### src/rtl/motoro_uart_cmd_rx.sv
// UART 8N1 receiver and 5-byte command-frame decoder driving the 3-phase motor
// control registers (m3start, m3freq, m3invOrStop).
module motoro_uart_cmd_rx #(
  parameter int BAUD_DIV     = 434,
  parameter int FREQ_INIT    = 100,
  parameter int TIMEOUT_CLKS = 50000
) (
  input  logic       clk50mhz,
  input  logic       reset,
  input  logic       uRx,
  output logic       m3start,
  output logic [9:0] m3freq,
  output logic       m3invOrStop,
  output logic [7:0] rxByte,
  output logic       rxByteValid,
  output logic       frameOk,
  output logic       frameErr
);

  localparam int CW   = (BAUD_DIV > 1) ? $clog2(BAUD_DIV) : 1;
  localparam int TW   = $clog2(TIMEOUT_CLKS + 1);
  localparam int HALF = BAUD_DIV / 2;

  typedef enum logic [1:0] {IDLE, START, DATA, STOP} bitState_t;
  typedef enum logic [2:0] {HUNT, CMD, DH, DL, CHK} frameState_t;

  logic rxMeta, rxSync, rxPrev;
  logic rxFall;

  bitState_t   bitState;
  logic [CW-1:0] bitCnt;
  logic [2:0]  bitIdx;
  logic [7:0]  shiftReg;
  logic        stopErr;

  frameState_t frameState;
  logic [7:0]  cmdReg, dhReg, dlReg;
  logic [TW-1:0] tCnt;
  logic [9:0]  freqNew;

  always_ff @(posedge clk50mhz or posedge reset) begin
    if (reset) begin
      rxMeta <= 1'b1;
      rxSync <= 1'b1;
      rxPrev <= 1'b1;
    end else begin
      rxMeta <= uRx;
      rxSync <= rxMeta;
      rxPrev <= rxSync;
    end
  end

  assign rxFall = rxPrev & ~rxSync;

  always_ff @(posedge clk50mhz or posedge reset) begin
    if (reset) begin
      bitState    <= IDLE;
      bitCnt      <= '0;
      bitIdx      <= '0;
      shiftReg    <= '0;
      rxByte      <= '0;
      rxByteValid <= 1'b0;
      stopErr     <= 1'b0;
    end else begin
      rxByteValid <= 1'b0;
      stopErr     <= 1'b0;
      case (bitState)
        IDLE: begin
          bitCnt <= '0;
          bitIdx <= '0;
          if (rxFall) bitState <= START;
        end
        START: begin
          if (bitCnt == CW'(HALF - 1)) begin
            bitCnt   <= '0;
            bitState <= rxSync ? IDLE : DATA;
          end else begin
            bitCnt <= bitCnt + 1'b1;
          end
        end
        DATA: begin
          if (bitCnt == CW'(BAUD_DIV - 1)) begin
            bitCnt   <= '0;
            shiftReg <= {rxSync, shiftReg[7:1]};
            if (bitIdx == 3'd7) bitState <= STOP;
            else                bitIdx   <= bitIdx + 1'b1;
          end else begin
            bitCnt <= bitCnt + 1'b1;
          end
        end
        STOP: begin
          if (bitCnt == CW'(BAUD_DIV - 1)) begin
            bitCnt   <= '0;
            bitState <= IDLE;
            if (rxSync) begin
              rxByte      <= shiftReg;
              rxByteValid <= 1'b1;
            end else begin
              stopErr <= 1'b1;
            end
          end else begin
            bitCnt <= bitCnt + 1'b1;
          end
        end
        default: bitState <= IDLE;
      endcase
    end
  end

  assign freqNew = {dhReg[1:0], dlReg};

  // A received byte takes priority over a same-cycle timeout; framing errors
  // are reported here (one cycle after the stop sample) so frameErr has one driver.
  always_ff @(posedge clk50mhz or posedge reset) begin
    if (reset) begin
      frameState  <= HUNT;
      cmdReg      <= '0;
      dhReg       <= '0;
      dlReg       <= '0;
      tCnt        <= '0;
      m3start     <= 1'b0;
      m3freq      <= 10'(FREQ_INIT);
      m3invOrStop <= 1'b0;
      frameOk     <= 1'b0;
      frameErr    <= 1'b0;
    end else begin
      frameOk  <= 1'b0;
      frameErr <= 1'b0;
      if (rxByteValid) begin
        tCnt <= '0;
        case (frameState)
          HUNT: if (rxByte == 8'hA5) frameState <= CMD;
          CMD: begin
            cmdReg     <= rxByte;
            frameState <= DH;
          end
          DH: begin
            dhReg      <= rxByte;
            frameState <= DL;
          end
          DL: begin
            dlReg      <= rxByte;
            frameState <= CHK;
          end
          CHK: begin
            frameState <= HUNT;
            if (rxByte != (cmdReg ^ dhReg ^ dlReg)) begin
              frameErr <= 1'b1;
            end else begin
              case (cmdReg)
                8'h01: begin
                  m3start <= dlReg[0];
                  frameOk <= 1'b1;
                end
                8'h02: begin
                  if (freqNew == 10'd0 || freqNew > 10'd1000) begin
                    frameErr <= 1'b1;
                  end else begin
                    m3freq  <= freqNew;
                    frameOk <= 1'b1;
                  end
                end
                8'h03: begin
                  m3invOrStop <= dlReg[0];
                  frameOk     <= 1'b1;
                end
                default: frameErr <= 1'b1;
              endcase
            end
          end
          default: frameState <= HUNT;
        endcase
      end else if (stopErr) begin
        frameState <= HUNT;
        tCnt       <= '0;
        frameErr   <= 1'b1;
      end else if (frameState != HUNT) begin
        if (tCnt == TW'(TIMEOUT_CLKS - 1)) begin
          frameState <= HUNT;
          tCnt       <= '0;
          frameErr   <= 1'b1;
        end else begin
          tCnt <= tCnt + 1'b1;
        end
      end else begin
        tCnt <= '0;
      end
    end
  end

endmodule

### config.mk
export PLATFORM = sky130hd
export DESIGN_NAME = motoro_uart_cmd_rx
export DESIGN_NICKNAME = d
export VERILOG_FILES = /design/src/rtl/motoro_uart_cmd_rx.sv
export SDC_FILE = /design/constraint.sdc
export NUM_CORES = 1
export LEC_CHECK = 0
export BUFFER_PORTS_ARGS = -buffer_cell sky130_fd_sc_hd__clkbuf_2
export CAP_MARGIN = 15
export CORE_MARGIN = 5
export CORE_UTILIZATION = 32
export CTS_CLUSTER_DIAMETER = 60
export DETAILED_ROUTE_END_ITERATION = 6
export PLACE_DENSITY = 0.52
export SYNTH_ARGS = -nofsm -noshare
export SYNTH_HDL_FRONTEND = slang
export SYNTH_SLANG_ARGS = --single-unit
export TNS_END_PERCENT = 30
### constraint.sdc
create_clock -name clk50mhz -period 3.69 [get_ports clk50mhz]
set_input_delay 0.1845 -clock clk50mhz [delete_from_list [all_inputs] [get_ports clk50mhz]]
set_output_delay 0.1845 -clock clk50mhz [all_outputs]
set_load 0.1 [all_outputs]
# After elaboration in Yosys (flattened, before gate mapping)
# Index checks and enable logic that the tools add are counted.
# word_totals
reg_bits,92
in_bits,3
out_inout_bits,23
# classes
addsub,3
magnitude_cmp,1
eq_ne,23
n_mux,42
bitwise,6
n_reduce_logical,21
# op_table
op,count
16-bit two-way mux,4
9-bit case mux with 3 select lines,1
3-bit two-way mux,7
9-bit two-way mux,2
1-bit two-way mux,17
"16-bit by 1-bit adder with 16-bit output, second input constant",1
"16-bit == test, second input constant",1
"8-bit by 2-bit == test with 1-bit output, second input constant",2
8-bit XOR,2
2-bit two-way mux,6
"2-bit inequality test, second input constant",6
3-bit case mux with 4 select lines,1
"10-bit > comparator, second input constant",1
10-bit logical NOT,1
5-bit AND reduction,2
"9-bit by 1-bit adder with 9-bit output, second input constant",1
"9-bit by 8-bit == test with 1-bit output, second input constant",1
"9-bit == test, second input constant",1
3-bit AND reduction,3
3-bit nonzero test,3
"8-bit by 1-bit == test with 1-bit output, second input constant",1
"8-bit == test, second input constant",1
8-bit inequality test,1
2-bit case mux with 4 select lines,1
other kinds (18),29

# Longest topological paths before layout
# Gate-level depths: netlist (run 1).
# depth
depth_word,7
mapped_depth,7
mapped_depth_nobuf,7

# Worst setup path before layout (run 1)
# Ideal clock, no wire load.
# synth_path
kind,register to register
start,register rxByte[1]
end,register m3freq[0]
t_arrival_ns,2.401
setup_slack_ns,1.163
path_stages_with_launch,6
path_buffers,0
period_less_slack_ns,2.527
path_cell_list,dfrtp_1 > xor2_1 > xnor2_1 > nor4_2 > nand4_4 > mux2_2
# synth_via
elab_chain_len,3
# synth_rtl
element,line_no,text
"start, declared",14,"output logic [7:0] rxByte,"
"start signal, assigned",96,rxByte <= shiftReg;
8-bit inequality test,147,if (rxByte != (cmdReg ^ dhReg ^ dlReg)) begin
1-bit NOT (no source line),--,
5-bit AND reduction (no source line),--,
"end signal, assigned",122,m3freq <= 10'(FREQ_INIT);
"end signal, assigned",159,m3freq <= freqNew;
"end, declared",12,"output logic [9:0] m3freq,"
# Every way passes these cells.
# A chain may end at the register's enable or synchronous reset.

# Final worst setup path (run 1)
# layout_path
start,register dlReg[0]
end,register m3freq[3]
# layout_via
elab_chain_len,4
# layout_rtl
element,line_no,text
"start, declared",37,"logic [7:0] cmdReg, dhReg, dlReg;"
"start signal, assigned",142,dlReg <= rxByte;
10-bit > comparator (tied with other cells),156,if (freqNew == 10'd0 || freqNew > 10'd1000) begin
1-bit logical OR or 8-bit inequality test (tied branches),"156, 147",
1-bit NOT (no source line),--,
5-bit AND reduction (no source line) *,--,
# Every way passes the cells marked *; elsewhere a longest branch is shown, timed or not.

==> results of run 1 <==
## final cells by class
type	count	area, um2	share of cell area, %
Tap cell	176	220	4.51
Inverter	6	23.8	0.487
Timing Repair Buffer	31	175	3.59
Sequential cell	92	2310	47.3
Multi-Input combinational cell	243	1880	38.4
Clock buffer	11	243	4.97
Clock inverter	5	36.3	0.743
## cells by family after synthesis
| kind of cell | share of synthesized area (%) |
|---|---|
| adder cells (fa/ha/maj) | 1.77 |
| AND/OR/NAND/NOR | 15.1 |
| XOR/XNOR | 9.10 |
| flip-flops | 54.5 |
| multiplexers | 14.1 |
| buffers and inverters | 1.15 |
| AO/OA/AOI/OAI | 4.22 |
## layer usage
metal  global-route usage (%)  vias to the layer above
li1                         -                     1301
met1                     15.8                     1326
met2                     16.7                       30
met3                     2.39                       11
met4                     4.78                        0
met5                        0                        -
## metrics by stage
step | hold WS (ns) | cells
after floorplan | 0.189 | 348
after global placement | 0.220 | 546
after detailed placement | 0.225 | 546
after CTS | 0.356 | 564
after global routing | 0.363 | 564
final | 0.355 | 564
## synthesized netlist by cell type
cell,n
xnor2_1,23
o211ai_1,1
dfrtp_1,86
a21oi_1,2
ha_1,6
nand4b_1,2
or4_1,1
nand4_1,4
inv_1,6
xor2_1,21
or2_2,1
a211oi_2,1
nand2b_1,4
mux2_2,53
a31oi_1,1
nand3_1,16
nor3b_2,1
nor4_4,1
and3b_1,2
a22o_1,6
nor4_2,1
clkbuf_1,7
a21o_1,1
and2_1,3
nand2_1,18
and3_1,5
o31ai_1,1
dfstp_2,6
nor2_1,34
a211o_1,1
or3_1,2
a311oi_1,1
nor2b_1,2
nand4_4,1
nor3_1,7
nor3b_1,1
nor4bb_1,5
o21ai_0,6
o2111ai_1,1
nor4_1,5
a22oi_1,1
o2111a_1,1
## path summary, 6_finish.rpt
path | end | cells after the start
max in group asynchronous | bitCnt[3] | 4
min in group asynchronous | bitIdx[1] | 3
max | m3freq[3] | 5
max reg2reg | m3freq[3] | 5
min | rxSync | 0
min reg2reg | rxSync | 0
## cells in the final DEF (no fill, tap or decap), types with 2 or more instances in the layout
cell type,netlist,final
dfrtp_1,86,86
mux2_2,53,53
nor2_1,34,34
clkbuf_2,0,25
xnor2_1,23,23
xor2_1,21,21
nand2_1,18,18
nand3_1,16,16
clkbuf_16,0,9
nor3_1,7,7
o21ai_0,6,6
a22o_1,6,6
ha_1,6,6
dfstp_2,6,6
nor4bb_1,5,5
inv_1,6,5
nor4_1,5,5
and3_1,5,5
nand2b_1,4,4
nand4_1,4,4
buf_4,0,4
and2_1,3,3
clkinv_2,0,3
and3b_1,2,2
nand4b_1,2,2
a21oi_1,2,2
or3_1,2,2
nor2b_1,2,2
clkinv_4,0,2
dlygate4sd3_1,0,2
## registers in the layout, indices dropped and copies added, names as in the netlist, named ones only
name,flops
rxMeta,1
rxSync,1
frameOk,1
m3invOrStop,1
bitIdx,3
rxByteValid,1
bitState,1
rxByte,8
dhReg,8
dlReg,8
bitCnt,9
cmdReg,8
frameState,3
rxPrev,1
shiftReg,8
stopErr,1
tCnt,16
m3freq,10
frameErr,1
m3start,1
## critical path, delay by kind of cell, from the launching register on
family,cells,cell delay (ns)
AOI/OAI and AO/OA,2,0.56
DFF,1,0.47
muxes,1,0.35
and+or+nand+nor,2,0.81
## power groups by stage
stage | combinational, W | sequential, W | clock (W)
2_1_floorplan | 0.0000302 | 0.00104 | 0
3_3_place_gp | 0.0000396 | 0.00104 | 0
3_5_place_dp | 0.0000398 | 0.00104 | 0
4_1_cts | 0.0000419 | 0.00102 | 0.000898
5_1_grt | 0.0000483 | 0.00102 | 0.000936
6_report | 0.0000398 | 0.00102 | 0.000867
==> impl_metrics.json, run 1 <==
{
  "syn_area_per_cell_um2": 12.2,
  "netSwitchingFraction_pct": 22.1,
  "hold_viol": 0,
  "p_leak_nw": 2.27,
  "p_switching_w": 0.000426,
  "num-nets-final": 392,
  "drv_slew": 0,
  "dieWidth_um": 125,
  "rsz0062_at_grt": "false",
  "drive_gt1_share_pct": 28.4,
  "totalWireLength_um": 7930,
  "met1_length_um": 4010,
  "synth_cells": 348,
  "yosysTopAreaCellShare_pct": 50.8,
  "cts_tree": "built",
  "crit_path_max_fanout": 10,
  "cpPeakStageDelay_ns": 0.58,
  "hold_buffers": 2,
  "dpl.hpwl_um": 5490,
  "grt_usage_pct": 11.2,
  "ys_top_cells_by_area": "dfrtp_1, mux2_2, xnor2_1",
  "htreeDepth": 3,
  "start_util_pct": 32.4,
  "num_vias": 2668,
  "power_density_mw_per_mm2": 395,
  "synth_warnings": 0,
  "cp-start-kind": "flop",
  "dp_slack_ns": 1.40,
  "overflow": 0,
  "finalCoreUtilization_pct": 37.3,
  "fmax_mhz": 434,
  "rr_startpoint": "dlReg[0]",
  "wl_met2_um": 3590,
  "syn_to_final_growth_pct": 15.3,
  "vias_per_cell": 4.73,
  "insertion_delay_ns": 0.34,
  "highest_layer": "met4",
  "ant_nets": 0,
  "rows": 42,
  "postCtsSetupRepairBufs": 0,
  "p_clk_share_pct": 44.9,
  "die-height_um": 125,
  "crit_slowest_cell": "or4_1",
  "clock_sinks": 92,
  "synth_top_cell_by_area": "dfrtp_1",
  "synth-seq-area-share_pct": 54.5,
  "antenna_found_initial": 0,
  "cts_resized": 0,
  "post-route-drc-count": 0,
  "regToRegSetupSlack_ns": 1.39,
  "setup_slack_ns": 1.39,
  "crit_type": "flop to flop",
  "io_buffers": 25,
  "min_period_over_period_pct": 62.4,
  "drtPass1Iterations": 4,
  "pwr-share-comb_pct": 2.1,
  "clkTransAtPathRegs_ns": 0.07,
  "skew_ns": 0.00684,
  "core_mm2": 0.0131,
  "route.met3.wl_um": 205,
  "clk_path_buf_depth": 2,
  "insertedDiodeCount": 0,
  "period_minus_slack_ns": 2.30,
  "drt-initial-drc-count": 152,
  "syn-cell-area_mm2": 0.00424,
  "grt_pass1_wl_um": 14400,
  "worstPathCellList": "or4_1 -> a211o_1 -> a211oi_2 -> nand4_4 -> mux2_2",
  "finalPower_w": 0.00193,
  "routedWlPerCell_um": 14.1,
  "grt_pass1_vias": 2842,
  "internal_power_w": 0.00150,
  "power_frac_seq_pct": 53.0,
  "numCtsBuffers": 9,
  "yosysUniqueCellTypes": 42,
  "grt_max_degree": 38,
  "gp_congestion": 0.741,
  "ir_drop_mv": 0.176,
  "synth_nets": 357,
  "ios": 26,
  "hold_path_startpoint": "rxMeta",
  "timing.critical_path.from": "dlReg[0]",
  "maxCapViolations": 0,
  "worstPathRequired_ns": 3.91,
  "dieArea_mm2": 0.0156,
  "outcome": "finished clean",
  "arrival_ns": 2.53,
  "critPathCaptureType": "flop",
  "ys_ff_latch": 92,
  "maxSlewHeadroom_pct": 45.4,
  "finalSetupTns_ns": 0,
  "hold_class": "flop to flop",
  "final_area_mm2": 0.00488,
  "cts_root_buf": "clkbuf_16",
  "placed_cell_area_mm2": 0.00459,
  "fill_cells": 1277,
  "finalSetupViolations": 0,
  "worst_pin_slew_ns": 0.819
}
Note: power is estimated with default switching activity, not from simulation.
==> run 2: changes to the inputs <==
--- a/config.mk
+++ b/config.mk
@@ -11,7 +11,7 @@
 export CORE_UTILIZATION = 32
 export CTS_CLUSTER_DIAMETER = 60
 export DETAILED_ROUTE_END_ITERATION = 6
-export PLACE_DENSITY = 0.52
+export PLACE_DENSITY = 0.54
 export SYNTH_ARGS = -nofsm -noshare
 export SYNTH_HDL_FRONTEND = slang
 export SYNTH_SLANG_ARGS = --single-unit
==> constraint.sdc (replaced) <==
create_clock -name clk50mhz -period 2.1 [get_ports clk50mhz]
set_input_delay 0.105 -clock clk50mhz [delete_from_list [all_inputs] [get_ports clk50mhz]]
set_output_delay 0.105 -clock clk50mhz [all_outputs]
set_load 0.1 [all_outputs]
==> run 2 against run 1 <==
Compared with the run above:
- the run now ends with negative setup slack left
- critical endpoint is now m3freq[1]
- core utilization grew 2.0 points
- clock skew decreased by 0.00083 ns
- die area unchanged
- final cell count increased by 3.9%
- design area up 5.4%
- total power grew 78%
- register-to-register slack worse by 1.5 ns
- hold slack barely moved
==> impl_metrics.json, run 2 (synthesis gave the netlist of run 1 again) <==
{
  "num_vias": 2743,
  "drv_slew": 0,
  "gp_congestion": 0.798,
  "grt_pass1_vias": 2796,
  "drt-initial-drc-count": 146,
  "insertedDiodeCount": 0,
  "multi_input_area_mm2": 0.00194,
  "drtPass1Iterations": 4,
  "fmax_mhz": 458,
  "antenna_found_initial": 0,
  "grt_use_met1_pct": 15.0,
  "min_period_over_period_pct": 104,
  "dieArea_mm2": 0.0156,
  "critPathCaptureType": "flop",
  "clk_path_buf_depth": 2,
  "arrival_ns": 2.40,
  "hold_viol": 0,
  "hold_class": "flop to flop",
  "overflow": 0,
  "fill_cells": 1257,
  "layout_common_cells": "dfrtp_1, mux2_2, nor2_1",
  "holdWs_ns": 0.355,
  "cp-start-kind": "flop",
  "core_mm2": 0.0131,
  "rsz0062_at_grt": "true",
  "clkTransAtPathRegs_ns": 0.06,
  "cts_tree": "built",
  "clock_sinks": 92,
  "final_common_cell": "dfrtp_1",
  "fin_cells": 586,
  "grt_max_degree": 38,
  "ir_drop_mv": 0.416,
  "totalWireLength_um": 8260,
  "grt_usage_pct": 11.1,
  "worstPathRequired_ns": 2.32,
  "num-nets-final": 414,
  "insertion_delay_ns": 0.34,
  "numCtsBuffers": 9,
  "routedWlPerCell_um": 14.1,
  "gr-usage-met2_pct": 17.1,
  "maxCapViolations": 0,
  "ant_nets": 0,
  "rows": 42,
  "drive_gt1_share_pct": 34.9,
  "vias_per_cell": 4.68,
  "gr-usage-met3_pct": 3.75,
  "io_buffers": 25,
  "reg.largest.list": "tCnt (16), m3freq (10), bitCnt (9)",
  "violations": "negative setup slack",
  "worst_pin_slew_ns": 0.721,
  "ios": 26,
  "outcome": "finished with violations",
  "grt_pass1_wl_um": 14200,
  "cts_root_buf": "clkbuf_16",
  "largest_register_ffs": 16,
  "period_minus_slack_ns": 2.18,
  "maxSlewHeadroom_pct": 51.8,
  "post-route-drc-count": 0,
  "regMostFlops": "tCnt",
  "dpl.hpwl_um": 5860,
  "dp.cells": 564,
  "crit_slowest_cell": "or4_4",
  "htreeDepth": 3,
  "crit_path_max_fanout": 5,
  "busiest_layer": "met2",
  "crit_type": "flop to flop",
  "setup_slack_ns": -0.0823,
  "finalSetupViolations": 10,
  "dieWidth_um": 125,
  "skew_ns": 0.00601,
  "syn_to_final_growth_pct": 21.5,
  "start_util_pct": 32.4,
  "die-height_um": 125,
  "worstPathCellList": "or4_4 -> a211o_1 -> a211oi_4 -> nand4_4 -> mux2_4",
  "cpPeakStageDelay_ns": 0.53,
  "p_leak_nw": 2.38,
  "ff_latch_area_mm2": 0.00232,
  "power_density_mw_per_mm2": 668
}
[run 2: changes by cell type in the layout (fill, tap and decap cells not counted), moves of 2 or more]
cell	change
buf_4	+20
dfrtp_1	-8
dfrtp_2	+8
clkbuf_8	+3
clkinv_2	-2
clkinv_4	-2
[run 2: area by class of cell]
cell class,count,share of cell area [%]
Inverter,6,0.511
Tap cell,176,4.28
Timing Repair Buffer,52,6.71
Clock inverter,1,0.0973
Clock buffer,15,5.59
Sequential cell,92,45.1
Multi-Input combinational cell,244,37.7
[run 2: repair_timing]
item	in CTS	in global routing
setup buffers	0	3
gates resized for setup	0	7
pin swaps	1	1
gates cloned	0	1
setup endpoints to repair	8	26
hold buffers	2	0
hold endpoints to repair	30	0
[run 2: layer usage]
layer,vias up,share of wire (%)
met5,-,0
met4,0,1.1
met3,7,3.4
met2,26,46
met1,1364,49
li1,1346,-
[run 2: stage by stage]
step	TNS (ns)	util (%)	area [um2]	setup WS [ns]	total power [W]
after floorplan	-0.991	-	4260	-0.106	0.00188
after global placement	0	36.3	4750	0.0104	0.00191
after detailed placement	-0.199	36.3	4750	-0.0387	0.00191
after CTS	-0.246	38.7	5070	-0.0454	0.00349
after global routing	-1.09	39.3	5150	-0.125	0.00357
final	-0.459	39.3	5150	-0.0823	0.00344
[run 2: final timing paths]
check / startpoint / endpoint / slack, ns / cells past startpoint
setup / recovery: dlReg[0] / m3freq[1] / -0.08 / 5
min in group asynchronous: reset / tCnt[7] / 0.43 / 3
hold / removal: rxMeta / rxSync / 0.36 / 0
hold reg to reg: rxMeta / rxSync / 0.36 / 0
setup reg to reg: dlReg[0] / m3freq[1] / -0.08 / 5
max in group asynchronous: reset / rxMeta / 0.96 / 4
[run 2: power breakdown]
part	leakage [nW]	total (W)	switching, W	internal (W)
logic	0.980	0.0000776	0.0000537	0.0000239
registers	1.25	0.00180	0.0000142	0.00178
clock network	0.146	0.00156	0.000629	0.000931
total	2.38	0.00344	0.000697	0.00274
[run 2: worst max-delay path: cells and delay by family (launching register included)]
family / cells / cell delay [ns]
compound gates: 2 / 0.63
simple gates: 2 / 0.72
mux: 1 / 0.34
flops: 1 / 0.37
